**src/rtl/vig_pkg.sv**
```systemverilog
// Shared Vigenere types and byte arithmetic for the encryptor/decryptor pair.
package vig_pkg;

    localparam int unsigned BYTE_W = 8;

    typedef logic [BYTE_W-1:0] byte_t;

    typedef enum logic [1:0] {
        KEY_WAIT = 2'd0,
        RUN      = 2'd1,
        DRAIN    = 2'd2
    } dec_state_e;

    // Encrypt one byte: modulo-256 add.
    function automatic byte_t vig_add(input byte_t p, input byte_t k);
        return byte_t'(p + k);
    endfunction

    // Decrypt one byte: modulo-256 subtract.
    function automatic byte_t vig_sub(input byte_t c, input byte_t k);
        return byte_t'(c - k);
    endfunction

endpackage

```
**src/rtl/decryptor_stream_key_store.sv**
```systemverilog
// Key register file with range-checked write port and a rolling key index.
module key_store
    import vig_pkg::*;
#(
    parameter int unsigned SEC_LEN = 3,
    parameter int unsigned KA_W    = (SEC_LEN > 1) ? $clog2(SEC_LEN) : 1
) (
    input  logic            clk,
    input  logic            rst,
    input  logic            wr_en_i,
    input  logic            wr_allow_i,
    input  logic [KA_W-1:0] wr_addr_i,
    input  byte_t           wr_data_i,
    input  logic            advance_i,
    input  logic            restart_i,
    output byte_t           rd_data_o,
    output logic            wr_err_o
);

    byte_t           key_q [SEC_LEN];
    logic [KA_W-1:0] idx_q;
    logic [KA_W-1:0] idx_d;
    logic            wr_err_q;
    logic            addr_ok_c;
    logic            wr_hit_c;
    logic            idx_end_c;

    // Address range check; write lands only when the owner allows it.
    always_comb begin
        addr_ok_c = (32'(wr_addr_i) < SEC_LEN);
        wr_hit_c  = wr_en_i && wr_allow_i && addr_ok_c;
        idx_end_c = (32'(idx_q) == SEC_LEN - 1);
    end

    // Key byte storage.
    always_ff @(posedge clk or posedge rst) begin
        if (rst) begin
            for (int i = 0; i < int'(SEC_LEN); i++) begin
                key_q[i] <= '0;
            end
        end else if (wr_hit_c) begin
            key_q[wr_addr_i] <= wr_data_i;
        end
    end

    // Rejected-write pulse: out-of-range address or write while locked.
    always_ff @(posedge clk or posedge rst) begin
        if (rst) begin
            wr_err_q <= 1'b0;
        end else begin
            wr_err_q <= wr_en_i && !(wr_allow_i && addr_ok_c);
        end
    end

    // Next key index: restart wins, otherwise advance with wrap.
    always_comb begin
        idx_d = idx_q;
        if (restart_i) begin
            idx_d = '0;
        end else if (advance_i) begin
            idx_d = idx_end_c ? '0 : KA_W'(idx_q + 1'b1);
        end
    end

    // Key index register.
    always_ff @(posedge clk or posedge rst) begin
        if (rst) begin
            idx_q <= '0;
        end else begin
            idx_q <= idx_d;
        end
    end

    assign rd_data_o = key_q[idx_q];
    assign wr_err_o  = wr_err_q;

endmodule

```
**src/rtl/decryptor_stream.sv**
```systemverilog
// Streaming Vigenere decryptor: p = c - key[i], one byte per cycle.
module decryptor_stream
    import vig_pkg::*;
#(
    parameter  int unsigned SEC_LEN = 3,
    parameter  int unsigned CNT_W   = 16,
    localparam int unsigned KA_W    = (SEC_LEN > 1) ? $clog2(SEC_LEN) : 1
) (
    input  logic             clk,
    input  logic             rst,
    input  logic             key_wr_en,
    input  logic [KA_W-1:0]  key_wr_addr,
    input  logic [7:0]       key_wr_data,
    input  logic             key_commit,
    input  logic             key_clear,
    input  logic             in_valid,
    output logic             in_ready,
    input  logic [7:0]       in_data,
    input  logic             in_last,
    output logic             out_valid,
    input  logic             out_ready,
    output logic [7:0]       out_data,
    output logic             out_last,
    output logic             msg_done,
    output logic             key_wr_err,
    output logic [CNT_W-1:0] byte_cnt,
    output logic             armed
);

    dec_state_e        state_q;
    dec_state_e        state_d;

    logic              out_valid_q;
    byte_t             out_data_q;
    logic              out_last_q;
    logic              msg_done_q;
    logic [CNT_W-1:0]  byte_cnt_q;

    logic              in_ready_c;
    logic              in_xfer_c;
    logic              out_xfer_c;
    logic              ks_restart_c;
    logic              ks_wr_allow_c;
    byte_t             key_byte;

    key_store #(
        .SEC_LEN (SEC_LEN),
        .KA_W    (KA_W)
    ) u_key_store (
        .clk        (clk),
        .rst        (rst),
        .wr_en_i    (key_wr_en),
        .wr_allow_i (ks_wr_allow_c),
        .wr_addr_i  (key_wr_addr),
        .wr_data_i  (key_wr_data),
        .advance_i  (in_xfer_c),
        .restart_i  (ks_restart_c),
        .rd_data_o  (key_byte),
        .wr_err_o   (key_wr_err)
    );

    // FSM state register.
    always_ff @(posedge clk or posedge rst) begin
        if (rst) begin
            state_q <= KEY_WAIT;
        end else begin
            state_q <= state_d;
        end
    end

    // FSM next-state: load key, run, then drain the output register.
    always_comb begin
        state_d = state_q;
        unique case (state_q)
            KEY_WAIT: if (key_commit) state_d = RUN;
            RUN:      if (key_clear)  state_d = DRAIN;
            DRAIN:    if (!out_valid_q || out_xfer_c) state_d = KEY_WAIT;
            default:  state_d = KEY_WAIT;
        endcase
    end

    // FSM outputs: handshake, key-store controls.
    always_comb begin
        in_ready_c    = 1'b0;
        ks_wr_allow_c = 1'b0;
        ks_restart_c  = 1'b1;
        out_xfer_c    = out_valid_q && out_ready;
        unique case (state_q)
            KEY_WAIT: ks_wr_allow_c = 1'b1;
            RUN: begin
                in_ready_c   = !out_valid_q || out_ready;
                ks_restart_c = in_valid && in_ready_c && in_last;
            end
            default: ;
        endcase
        in_xfer_c = in_valid && in_ready_c;
    end

    // Single-entry output register; holds while stalled.
    always_ff @(posedge clk or posedge rst) begin
        if (rst) begin
            out_valid_q <= 1'b0;
            out_data_q  <= '0;
            out_last_q  <= 1'b0;
        end else if (in_xfer_c) begin
            out_valid_q <= 1'b1;
            out_data_q  <= vig_sub(byte_t'(in_data), key_byte);
            out_last_q  <= in_last;
        end else if (out_xfer_c) begin
            out_valid_q <= 1'b0;
        end
    end

    // Delivered-byte counter and end-of-message pulse.
    always_ff @(posedge clk or posedge rst) begin
        if (rst) begin
            msg_done_q <= 1'b0;
            byte_cnt_q <= '0;
        end else begin
            msg_done_q <= out_xfer_c && out_last_q;
            if (out_xfer_c) begin
                byte_cnt_q <= byte_cnt_q + CNT_W'(1);
            end
        end
    end

    assign in_ready  = in_ready_c;
    assign out_valid = out_valid_q;
    assign out_data  = out_data_q;
    assign out_last  = out_last_q;
    assign msg_done  = msg_done_q;
    assign byte_cnt  = byte_cnt_q;
    assign armed     = (state_q == RUN);

endmodule

```
**config.mk**
```make
export PLATFORM = sky130hd
export DESIGN_NAME = decryptor_stream
export DESIGN_NICKNAME = d
export VERILOG_FILES = /design/src/rtl/vig_pkg.sv /design/src/rtl/decryptor_stream_key_store.sv /design/src/rtl/decryptor_stream.sv
export SDC_FILE = /design/constraint.sdc
export NUM_CORES = 1
export LEC_CHECK = 0
export BUFFER_PORTS_ARGS = -buffer_cell sky130_fd_sc_hd__buf_4
export CAP_MARGIN = 15
export CORE_UTILIZATION = 52
export CTS_BUF_LIST = sky130_fd_sc_hd__clkbuf_8
export DETAILED_ROUTE_END_ITERATION = 8
export PLACE_DENSITY = 0.78
export SKIP_CTS_REPAIR_TIMING = 1
export SYNTH_ARGS = -nofsm -noshare
export SYNTH_HDL_FRONTEND = slang
export SYNTH_HIERARCHICAL = 1
export SYNTH_SLANG_ARGS = --single-unit
```
**constraint.sdc**
```tcl
create_clock -name clk -period 3.4 [get_ports clk]
set_input_delay 0.85 -clock clk [delete_from_list [all_inputs] [get_ports clk]]
set_output_delay 0.85 -clock clk [all_outputs]
set_load 0.02 [all_outputs]
```
* Word-level counts from Yosys, hierarchy flattened *
Index checks and enable logic that the tools add are counted.

operators by class
  $mul = 0
  shift-type cells = 0
  div/mod/pow operators = 0
  magnitude comparators = 4
  add/sub/neg operators = 3
  mux-type cells = 18
  bitwise operators = 2
  eq/ne operators = 6
  reductions and logical operators = 18

operators with widths
  kind                                                         number
  bitwise mux 24 bit                                           1
  2-to-1 mux 8 bit                                             3
  adder 16 x 1 -> 16 bit (second input constant)               1
  binary-select mux 8 bit (select 2 bit)                       1
  demux 8 bit (select 2 bit)                                   1
  2-to-1 mux 2 bit                                             6
  logical AND 1 bit                                            10
  subtractor 8 bit                                             1
  >= comparator 3 bit (second input constant)                  2
  inequality test 2 bit (second input constant)                3
  NOT 2 -> 3 bit                                               2
  one-hot mux 2 bit (3 select lines)                           1
  2-to-1 mux 1 bit                                             5
  equality test 2 bit (second input constant)                  2
  nonzero test 2 bit                                           2
  less-than comparator 3 x 1 -> 1 bit (second input constant)  1
  AND reduction 3 bit                                          1
  adder 2 x 1 -> 2 bit (second input constant)                 1
  equality test 2 x 1 -> 1 bit (second input constant)         1
  zero test 1 bit                                              2
  zero test 2 bit                                              1
  logical OR 1 bit                                             2
  less-than comparator 2 bit (second input constant)           1

word-level totals
  memory bits (writable) = 0
  logic and storage cells = 62
  register bits after elaboration = 56
  ROM bits = 0
  input bits = 26
  memories kept = 0
  latch bits = 0

* Depth between registers and ports, before layout *
  depth in word-level cells = 6
  mapped depth = 11

* Cells and area by module *
The synthesis kept the hierarchy.

modules (own cells, without submodules)
  module            sequential area each (um2)  times used  cells each  area an instance (um2)
  decryptor_stream  725.7                       1           145         1,505.2
  key_store         675.6                       1           90          1,267.5

* Least setup slack after synthesis *
OpenSTA, ideal clock, no wires.

  kind = in2reg
  start = input port in_data[0]
  end = register out_data_q[6] (netlist: out_data[6])
  path slack = 1.188 ns
  setup time = 0.128 ns
  arrival = 2.084 ns
  stages = 9
  path through = inv_1 -> ha_1 -> inv_1 -> fa_1 -> a21oi_1 -> o21ai_0 -> a21oi_1 -> xor2_1 -> o21ai_0

on the way
  word-level cells in the longest chain between the ends = 1

ends and longest elaborated chain
  item                    line                     RTL
  start: declaration      decryptor_stream.sv:18   input logic [7:0] in_data,
  subtractor 8 bit        vig_pkg.sv:21            return byte_t'(c - k);
  end signal: assignment  decryptor_stream.sv:107  out_data_q <= vig_sub(byte_t'(in_data), key_byte);
  end: declaration        decryptor_stream.sv:34   byte_t out_data_q;

No other way between the ends.
A chain may end at the register's enable or synchronous reset.

* Worst setup path after layout *
  start = register u_key_store.idx_q[1]
  end = register out_data_q[6] (netlist: out_data[6])

on the way
  word-level cells in the longest chain between the ends = 5

ends and longest elaborated chain
  item                                                 line                              RTL
  start: declaration                                   decryptor_stream_key_store.sv:21  logic [KA_W-1:0] idx_q;
  start signal: assignment                             decryptor_stream_key_store.sv:70  idx_q <= idx_d;
  NOT 2 -> 3 bit (implied by the code)                 decryptor_stream_key_store.sv:74  assign rd_data_o = key_q[idx_q];
  binary-select mux 8 bit (select 2 bit)               decryptor_stream_key_store.sv:74
  2-to-1 mux 8 bit (implied by the code) (2 in a row)  decryptor_stream_key_store.sv:74
  net key_byte[0]                                      decryptor_stream.sv:44            byte_t key_byte;
  subtractor 8 bit                                     vig_pkg.sv:21

The timed path passes the listed nets, and every way through them passes these cells. The select of a mux whose other input is x is not followed.

==> key figures <==
Logic synthesis
  – Yosys warning total: 6
  – Top-area cell type share of the netlist area: 50.54%
  – Post-synth net total: 270
  – Most used flip-flop cell after synthesis: dfrtp_1
  – Syn Area/Cell: 11.80 sq um
  – Commonest cells post-synth: 56 x dfrtp_1, 23 x nand2_1, 19 x mux2_2
  – Post-synthesis cell count: 235
  – Async S/R FF share, synth: 100.0%
  – Yosys cell types: 44
  – Post-synthesis sequential area ratio: 50.54%
  – Top post-synthesis cells by area: dfrtp_1 51%, mux2_2 7.7%, mux2_4 4.3%
  – Flops & latches, synth: 56
  – Post-synth EDFFs: 0
  – Post-Syn Area: 2773 sq um
  – Most frequent cell after synthesis: dfrtp_1
  – Synth area leader: dfrtp_1

Route
  – DRC: 0
  – DR pass1 iterations: 4
  – Number of routed nets with antenna violations: 0
  – Vias/cell: 5.187
  – 1st-iter DRT viols: 83
  – Vias: 1,883
  – Wire length per cell: 13.21 um
  – Routed wire length: 4795 um

Clocking
  – Worst-Skew Late Latency: 0.30 ns
  – CTS clk-pin slew, worst paths: 0.09 ns
  – Max H-tree Level: 2
  – Clk buf depth: 2
  – Clock sinks: 56
  – CTS tree: yes
  – Root Driver: clkbuf_8
  – Num CTS Buffers: 5

Place
  – Hpwl dp: 3664 um
  – Gpl congestion: 0.7431
  – Port bufs: 55

Pwr
  – Sw frac: 33.25%
  – Pwr Density: 672.5 nW/um^2
  – P_leak: 1.619 nW
  – Combinational share of power: 37.3%
  – VDD IR-drop max: 0.0004348 V
  – Reg power frac: 44.2%
  – Clk pwr share: 18.5%
  – Net Sw Power: 0.0007538 W
  – Internal power: 0.001513 W

Worst setup path
  – CP Class: reg2reg
  – WP data arrival: 2.79 ns
  – Worst EP required: 3.58 ns
  – Crit-path max FO: 17
  – R2r startpoint: u_key_store/idx_q[1]$_DFFE_PP0P_
  – Crit path from: u_key_store/idx_q[1]$_DFFE_PP0P_
  – Crit end category: register
  – Worst Setup Start Kind: register

Floorplanning
  – Full die area: 5628 sq um
  – Starting Density: 54.29%
  – Core area: 5107 sq um
  – Die Ht: 75.02 um
  – Io pins: 56
  – Row count: 26
  – DIE WIDTH: 75.02 um

Worst hold path
  – Hold crit path type: in2async

Global route
  – Grt ovf: 0
  – Total track usage: 18.72%
  – Largest net degree at the start of global routing: 30
  – Initial antenna violation count: 0
  – Vias in the first global route: 1,756
  – First-pass GRT wire length: 7928 um

STA
  – Max-slew violations: 0
  – Hold Worst Slack: 0.4702 ns
  – Setup TNS: 0 ns
  – Clk_skew: 0.005214 ns
  – Slew HR: 32.15%
  – Tightest Pin Transition: 1.017 ns
  – Post-route clock period utilization: 76.90%
  – Fmax: 0.3824 GHz
  – Unrepaired setup endpoints after global routing: false
  – Tmin final: 2.615 ns
  – Final Hold Viols: 0
  – Final setup fails: 0

Cells and area
  – Area Overhead vs Synth: 21.57%
  – Share of layout cells above drive strength 1: 33.79%
  – Core Util, Final: 66.00%
  – Final-stage net count: 327
  – Final-layout fill cell count: 407
  – Ant diodes: 0

Status
  – Status: completed

Job
  – Max_cap viols: 0
==> power by group through the flow <==
stage	Clock [W]	Combinational (W)	Sequential (W)
after detailed placement	0	0.000850	0.00101
after global placement	0	0.000826	0.00101
after global routing	0.000452	0.000942	0.00103
final	0.000420	0.000846	0.00100
after floorplan	0	0.000500	0.00108
after CTS	0.000433	0.000852	0.00100
==> cell usage in the layout (no fill, tap or decap), drive strengths merged, types with 8 or more instances in the layout <==
cell,n
buf,56
dfrtp,56
ha,8
inv,14
mux2,27
mux2i,9
nand2,24
nand3,9
o21ai,8
xnor2,13
==> sequential cells by signal, summed over array words and instances, names as in the netlist <==
signal                cells
u_key_store/idx_q         2
u_key_store/wr_err_o      1
out_valid                 1
u_key_store/key_q        24
out_data                  8
byte_cnt                 16
out_last                  1
msg_done                  1
state_q                   2
==> worst paths after layout <==
path | cells after the start | end | slack [ns]
max | 10 | out_data[6]$_DFFE_PP0P_ | 0.79
min | 2 | state_q[1]$_DFFE_PP0P_ | 0.47
max reg2reg | 10 | out_data[6]$_DFFE_PP0P_ | 0.79
min reg2reg | 1 | state_q[0]$_DFFE_PP0P_ | 0.47
max in group asynchronous | 2 | u_key_store/key_q[23]$_DFFE_PP0P_ | 1.99
min in group clk | 1 | state_q[0]$_DFFE_PP0P_ | 0.47
==> layout make-up <==
| type | count | area, sq um | area share [%] |
|---|---|---|---|
| Multi-Input combinational cell | 160 | 1285 | 38.12 |
| Clock inverter | 3 | 38.79 | 1.151 |
| Timing Repair Buffer | 56 | 440.4 | 13.07 |
| Tap cell | 70 | 87.58 | 2.598 |
| Clock buffer | 5 | 68.82 | 2.042 |
| Inverter | 13 | 48.80 | 1.448 |
| Sequential cell | 56 | 1401 | 41.57 |
==> critical path, stage by stage, from the launching register on <==
cell and delay [ns]:
dfrtp_1 0.76, mux2i_1 0.15, o22ai_1 0.18, ha_1 0.19
inv_1 0.05, fa_1 0.39, a21oi_1 0.19, o21ai_0 0.14
a21oi_1 0.20, xor2_1 0.15, o21ai_0 0.08
==> per-stage QoR <==
stage | worst slack (ns) | total power, W | instance area [sq um] | std cells
final | 0.7853 | 0.002267 | 3371 | 363
after global routing | 0.5148 | 0.002420 | 3371 | 363
after CTS | 0.7676 | 0.002284 | 3343 | 362
after detailed placement | 0.7962 | 0.001864 | 3236 | 354
after global placement | 0.8841 | 0.001831 | 3236 | 354
after floorplan | 1.188 | 0.001578 | 2773 | 235
==> routing by layer <==
layer / vias up / routed length, um / GRT usage [%]
li1: 928 / - / -
met1: 913 / 2203 / 24.45
met2: 36 / 2370 / 31.93
met3: 6 / 172 / 3.347
met4: 0 / 48 / 5.660
met5: - / 0 / 0
==> logic make-up (layout without fill, tap and decap cells) <==
logic type	Yosys count	count (layout)	share of synthesized area (%)
muxes	36	36	15.30
xor gates and xnor gates	20	20	6.318
and+or+nand+nor	64	64	13.31
DFF	56	56	50.54
buffers and inverters	19	77	3.114
AOI/OAI and AO/OA	31	31	7.085
adders and majority gates	9	9	4.332
Power figures use the tool's default switching activity.
